`src/rtl/sum_req_initiator.sv`:
```
// rtl/sum_req_initiator.sv - initiator side of the two-operand sum request/response interface
//
// Buffers single operands in a small FIFO, pairs consecutive operands into one
// (a, b) request, issues it over a valid/ready channel and waits for the
// single-beat response. Counts completed transactions and raises a sticky
// timeout flag when a response does not arrive in time.
//
// Optional build macro: SUM_REQ_INITIATOR_CHECK_EN adds the sticky `mismatch`
// output and a comparator of rsp_data against the truncated sum of the pair.
//
// Ports:
//   clk, rst                 clock; synchronous active-high reset
//   in_valid/in_ready/in_data operand stream into the FIFO
//   req_valid/req_ready       request handshake, carrying req_a/req_b
//   rsp_valid/rsp_data        single-beat response
//   busy                      FSM not in IDLE
//   timeout_err               sticky response-timeout flag (ERROR is terminal)
//   mismatch                  (optional) sticky wrong-sum flag
//   pair_count                completed transactions, wraps at 16 bits
module sum_req_initiator #(
  parameter int DATA_WIDTH     = 8,
  parameter int FIFO_DEPTH     = 4,
  parameter int TIMEOUT_CYCLES = 16
) (
  input  logic                  clk,
  input  logic                  rst,
  input  logic                  in_valid,
  output logic                  in_ready,
  input  logic [DATA_WIDTH-1:0] in_data,
  output logic                  req_valid,
  input  logic                  req_ready,
  output logic [DATA_WIDTH-1:0] req_a,
  output logic [DATA_WIDTH-1:0] req_b,
  input  logic                  rsp_valid,
  input  logic [DATA_WIDTH-1:0] rsp_data,
  output logic                  busy,
  output logic                  timeout_err,
`ifdef SUM_REQ_INITIATOR_CHECK_EN
  output logic                  mismatch,
`endif
  output logic [15:0]           pair_count
);

  localparam int AW = (FIFO_DEPTH > 1) ? $clog2(FIFO_DEPTH) : 1;
  localparam int CW = AW + 1;
  localparam int TW = $clog2(TIMEOUT_CYCLES + 1);

  typedef enum logic [2:0] {
    IDLE     = 3'd0,
    LOAD_A   = 3'd1,
    LOAD_B   = 3'd2,
    SEND     = 3'd3,
    WAIT_RSP = 3'd4,
    ERROR    = 3'd5
  } state_t;

  state_t state, next_state;

  logic [DATA_WIDTH-1:0] mem [FIFO_DEPTH];
  logic [AW-1:0]         wr_ptr, rd_ptr;
  logic [CW-1:0]         count;
  logic [TW-1:0]         timer;
  logic                  full, push, pop;
  logic                  rsp_accept;

  // in_ready comes from registered state only, so a pop in the same cycle
  // never lets a push into a full FIFO.
  assign full       = (count == CW'(FIFO_DEPTH));
  assign in_ready   = !rst && !full;
  assign push       = in_valid && in_ready;
  assign rsp_accept = (state == WAIT_RSP) && rsp_valid;

  assign req_valid  = (state == SEND);
  assign busy       = (state != IDLE);

  always_ff @(posedge clk) begin
    if (rst) state <= IDLE;
    else     state <= next_state;
  end

  always_comb begin
    next_state = state;
    pop        = 1'b0;
    case (state)
      IDLE:     if (count >= CW'(2)) next_state = LOAD_A;
      LOAD_A: begin
        pop        = 1'b1;
        next_state = LOAD_B;
      end
      LOAD_B: begin
        pop        = 1'b1;
        next_state = SEND;
      end
      SEND:     if (req_ready) next_state = WAIT_RSP;
      // A response arriving on the final timer cycle still wins over timeout.
      WAIT_RSP: begin
        if (rsp_valid)                              next_state = IDLE;
        else if (timer == TW'(TIMEOUT_CYCLES - 1))  next_state = ERROR;
      end
      ERROR:    next_state = ERROR;
      default:  next_state = IDLE;
    endcase
  end

  // Storage array carries no reset; emptiness is defined by the pointers.
  always_ff @(posedge clk) begin
    if (push) mem[wr_ptr] <= in_data;
  end

  always_ff @(posedge clk) begin
    if (rst) begin
      wr_ptr      <= '0;
      rd_ptr      <= '0;
      count       <= '0;
      req_a       <= '0;
      req_b       <= '0;
      timer       <= '0;
      pair_count  <= '0;
      timeout_err <= 1'b0;
    end else begin
      if (push) wr_ptr <= wr_ptr + AW'(1);
      if (pop)  rd_ptr <= rd_ptr + AW'(1);
      case ({push, pop})
        2'b10:   count <= count + CW'(1);
        2'b01:   count <= count - CW'(1);
        default: count <= count;
      endcase

      if (state == LOAD_A) req_a <= mem[rd_ptr];
      if (state == LOAD_B) req_b <= mem[rd_ptr];

      if (state == WAIT_RSP && !rsp_valid) timer <= timer + TW'(1);
      else                                 timer <= '0;

      if (rsp_accept) pair_count <= pair_count + 16'd1;

      if (state == WAIT_RSP && next_state == ERROR) timeout_err <= 1'b1;
    end
  end

`ifdef SUM_REQ_INITIATOR_CHECK_EN
  logic [DATA_WIDTH-1:0] exp_sum;
  assign exp_sum = req_a + req_b;

  always_ff @(posedge clk) begin
    if (rst)                                   mismatch <= 1'b0;
    else if (rsp_accept && rsp_data != exp_sum) mismatch <= 1'b1;
  end
`endif

endmodule
```
`config.mk`:
```
export PLATFORM = sky130hd
export DESIGN_NAME = sum_req_initiator
export DESIGN_NICKNAME = d
export VERILOG_FILES = /design/src/rtl/sum_req_initiator.sv
export SDC_FILE = /design/constraint.sdc
export NUM_CORES = 1
export LEC_CHECK = 0
export BUFFER_PORTS_ARGS = -buffer_cell sky130_fd_sc_hd__buf_4
export CAP_MARGIN = 30
export CORE_MARGIN = 10
export CORE_UTILIZATION = 42
export CTS_CLUSTER_SIZE = 40
export DETAILED_ROUTE_END_ITERATION = 16
export SLEW_MARGIN = 20
export SYNTH_ARGS = -nofsm -noshare
export SYNTH_HDL_FRONTEND = slang
export SYNTH_SLANG_ARGS = --single-unit
export TNS_END_PERCENT = 30
```
`constraint.sdc`:
```
create_clock -name clk -period 3.4 [get_ports clk]
set_input_delay 0.68 -clock clk [delete_from_list [all_inputs] [get_ports clk]]
set_output_delay 0.68 -clock clk [all_outputs]
set_load 0.05 [all_outputs]
```
* Yosys cells after proc, flatten, opt, wreduce, memory -nomap -nowiden
Memories as Yosys holds them, arrays and structs flattened. A register that Yosys moved wholly into a read port is not among the register bits.
Cells that the tools add are included.
** Word-level totals
- Bits in registers :: 48
- Bits in writable memories :: 32
- Bits of input ports :: 21
- Output and inout port bits :: 36
- Word-level logic and storage cells :: 52
- Memories kept :: 1
** Cells by class
- $add $sub $neg :: 6
- Magnitude comparators :: 1
- Equal/unequal tests :: 10
- Muxes and demuxes :: 11
- Bitwise operators :: 1
- Reductions and logical operators :: 13
** Memories
- mem :: depth 4, width 8, rd ports 1, clocked after memory_dff 1, wr ports 1, line 59 : logic [DATA_WIDTH-1:0] mem [FIFO_DEPTH];
** Operators by type and width (number)
- one-hot mux 3 bit (6 select lines) :: 1
- adder 16 x 1 -> 16 bit, second input constant :: 1
- == test 3 bit, second input constant :: 4
- 2-to-1 mux 3 bit :: 4
- == test 3 x 2 -> 1 bit, second input constant :: 2
- one-hot mux 3 bit (2 select lines) :: 1
- adder 5 x 1 -> 5 bit, second input constant :: 1
- == test 5 x 4 -> 1 bit, second input constant :: 1
- logical AND 1 bit :: 5
- adder 2 x 1 -> 2 bit, second input constant :: 2
- 2-to-1 mux 2 bit :: 2
- OR reduction 2 bit :: 2
- adder 3 x 1 -> 3 bit, second input constant :: 1
- == test 3 x 1 -> 1 bit, second input constant :: 1
- greater-or-equal comparator 3 x 2 -> 1 bit, second input constant :: 1
- logical NOT 1 bit :: 3
- logical NOT 3 bit :: 1
- 2-to-1 mux 1 bit :: 3
- nonzero test 3 bit :: 1
- subtractor 3 x 1 -> 3 bit, second input constant :: 1
- == test 2 x 1 -> 1 bit, second input constant :: 1
- == test 2 bit, second input constant :: 1
- nonzero test 2 bit :: 1
- inverter 1 bit :: 1

* Depth between registers and ports, before layout
- Depth in word-level cells :: 6
- Gate-level depth with buffers :: 10
- Gate-level depth less buffers :: 9

* Least setup slack after synthesis
OpenSTA, ideal clock, no wires.
- Kind :: input port to output port
- Start :: in rst
- End :: out in_ready
- Arrival :: 1.838 ns
- Required time :: 2.720 ns
- Path slack :: 0.882 ns
- Cell stages on the path :: 3
- Buffers on the path :: 2
- Cell sequence :: clkbuf_1 -> buf_1 -> a21oi_1
** On the way
- Word-level cells in the longest chain between the ends :: 2
** Ends and longest elaborated chain
- start, declared :: line 26 : input logic rst,
- logical NOT 1 bit :: line 69 : assign in_ready = !rst && !full;
- logical AND 1 bit :: line 69
- end, declared :: line 28 : output logic in_ready,
Every way passes these cells.

* Worst setup path in the final report
- Start :: reg state[0]
- End :: reg count[2]
** On the way
- Word-level cells in the longest chain between the ends :: 5
- Elaborated cells between the ends (all ways) :: 8
- Classes of those cells :: eq/ne: 4; mux: 2; reduce/logical: 2
** Ends and longest elaborated chain
- start, declared :: line 57 : state_t state, next_state;
- start signal, assigned :: line 78 : else state <= next_state;
- == test 3 x 1 -> 1 bit or == test 3 x 2 -> 1 bit (tied branches) :: line 84 : case (state)
- OR reduction 2 bit (no line) (*)
- 2-to-1 mux 1 bit (*) :: line 84
- net pop :: line 63 : logic full, push, pop;
- == test 2 x 1 -> 1 bit or == test 2 bit (tied branches) :: line 123 : case ({push, pop})
- one-hot mux 3 bit (2 select lines) or nonzero test 2 bit (tied branches)
- end signal, assigned :: line 124 : 2'b10: count <= count + CW'(1);
- end signal, assigned :: line 125 : 2'b01: count <= count - CW'(1);
- end signal, assigned :: line 126 : default: count <= count;
- end, declared :: line 61 : logic [CW-1:0] count;
The timed path passes the listed nets; every way through them passes the cells marked *.
A chain may end at the register's enable or synchronous reset.

==> results.toml <==
[drt]
final_antenna_net_count = 0
vias = 2191
routed_wl_um = 6370
viasPerCell = 4.85
remaining_drc_errors = 0
wl_per_cell_um = 14.1
drt_iter0_markers = 44
dr.pass1.iters = 4

[yosys]
synth_largest_area_cell = "dfxtp_1"
synth_async_sr_flop_share = 0
synth_fp_nets = 325
synth_top_area_share = 0.305
synth_edf_count = 32
synth_area_sq_um = 3280
synthFlopType = "dfxtp_1"
synth_most_common_cell = "dfxtp_1"
ys_top_cells_by_count = "dfxtp_1 (50), nand2_1 (43), edfxtp_1 (32)"
yosys_warnings = 0
synth.avg_cell_area_sq_um = 11.1
yosys-top-cells-area = "dfxtp_1 (31%), edfxtp_1 (29%), mux4_2 (5.5%)"
ys_seq_elements = 82
synthesis.instances = 295
yosys.cell_types.count = 38
yosysSeqAreaShare = 0.598

[sta]
fin_skew_ps = 6.26
period_minus_slack_ps = 2600
whs_ps = 456
rsz0062_at_grt = "false"
drv_slew = 0
finalSetupTns_ps = 0
report.final.setup_viol = 0
fin_crit_sh = 0.765
max_freq_mhz = 385
worst_pin_slew_ps = 612
hold_viol = 0
relSlewSlack = 0.590

[global_routing]
met2_usage = 0.186
met1_usage = 0.133
met3_usage = 0.0381
grt_pass1_wl_um = 10500
antenna_found_initial = 0
busiest_layer = "met2"
grt_pass1_vias = 2226
grtUsageTotal = 0.114
grt_max_degree = 47
gr-total-overflow = 0

[worst_setup_path]
crit_slowest_cell = "or3b_2"
cp_cell_sequence = "or3b_2, nand2_1, ha_1, inv_1, fa_1, xor2_1, or3_1, a21oi_1"
startpoint_type = "register"
path_buf_inv = 1
cp-end-kind = "register"
critPathMaxStageDelay_ps = 610
crit_family = "simple AND/OR/NAND/NOR gates"
path_max_fanout = 14
crit_type = "register to register"
arrival_ps = 2880
crit_required_ps = 3680

[clock_tree]
cts_hold_buf = 0
cts_buffers = 9
clockBufferDepth = 2
cts.clk_slew.worst_paths_ps = 80
clk_latency_ps = 350
cts_tree = "yes"
postCtsSetupBuffers = 0
post_cts_resized = 0
cts.sink_count = 82
h-tree-depth = 3
cts-root-buf = "clkbuf_8"

[finish]
seq_area_sq_um = 1960
diodes = 0
nets = 375
fillerInstances = 712
area_delta_synth_final_pct = 21.0
multiInputGateArea_sq_um = 1220
drive_gt1_frac = 0.229
final_util = 0.519

[floorplanning]
fp-row-count = 32
fp.dieH_um = 108
die_w_um = 108
start_util = 0.429
coreArea_sq_um = 7650
dieArea_sq_um = 11700
io_pins = 57

[run_status]
status = "finished clean"

[placed_design]
hpwl_um = 4490
port_buffers = 48
place.gp.congestion = 0.724

[power_and_ir_drop]
finalPower_mw = 2.65
p_leak_nw = 1.44
ir_drop_uv = 315
powerDensity_nw_per_um2 = 669

[job]
maxCapViolations = 0

[worst_hold_path]
hp-class = "register to register"
[logic make-up after synthesis]
family | synth area share
compound gates | 0.0618
mux | 0.0549
simple gates | 0.174
fa+ha+maj | 0.0366
flops | 0.598
xor+xnor | 0.0454
buf+inv | 0.0294
[metrics by stage]
step,area [sq um],worst slack (ps),cells
final,3970,800,452
after floorplan,3280,882,295
after global routing,3970,646,452
after detailed placement,3740,825,436
after global placement,3740,875,436
after CTS,3970,790,452
[worst paths after layout]
check | endpoint | depth (start not counted) | slack [ps] | from
worst max-delay path | count[2]$_SDFFE_PP0P_ | 8 | 800 | state[0]$_SDFF_PP0_
worst min-delay path | timer[0]$_SDFF_PP0_ | 1 | 460 | timer[0]$_SDFF_PP0_
worst max register to register | count[2]$_SDFFE_PP0P_ | 8 | 800 | state[0]$_SDFF_PP0_
worst min register to register | timer[0]$_SDFF_PP0_ | 1 | 460 | timer[0]$_SDFF_PP0_
[placed cells by master (no fill, tap or decap), drive strengths merged, types with 2 or more instances in the layout]
cell type	n
buf	51
dfxtp	50
nand2	43
edfxtp	32
nor2	28
a21oi	25
inv	15
xnor2	9
clkbuf	9
or3	8
o21ai	8
mux4	8
xor2	8
ha	8
nand4	6
nand3	5
and2	4
nor4	4
nor3	3
and3	2
nor2b	2
and3b	2
bufinv	2
clkinvlp	2
nor3b	2
or4	2
[final cells by class]
type / count / share of cell area
Clock buffer: 9 / 0.0312
Clock inverter: 7 / 0.0255
Inverter: 13 / 0.0123
Multi-Input combinational cell: 188 / 0.308
Sequential cell: 82 / 0.494
Tap cell: 102 / 0.0322
Timing Repair Buffer: 51 / 0.0965
[report_power, final]
part | total, mW | switching, mW | internal, mW
Combinational | 0.661 | 0.401 | 0.260
Sequential | 1.22 | 0.0966 | 1.12
Clock | 0.777 | 0.358 | 0.419
Total | 2.65 | 0.856 | 1.80
[layer usage]
metal  vias to the layer above  part of all wire  wire (um)
li1                       1123                 -          -
met1                      1019              0.45       2870
met2                        42              0.48       3050
met3                         7             0.054        347
met4                         0             0.015         93
met5                         -                 0          0
[sequential cells by signal, summed over array words and instances (netlist names), named ones only]
name and cells:
mem 32, pair_count 16, req_a 8, req_b 8, timer 5, count 3
state 3, rd_ptr 2, wr_ptr 2, timeout_err 1
(Power assumes the default switching activity.)
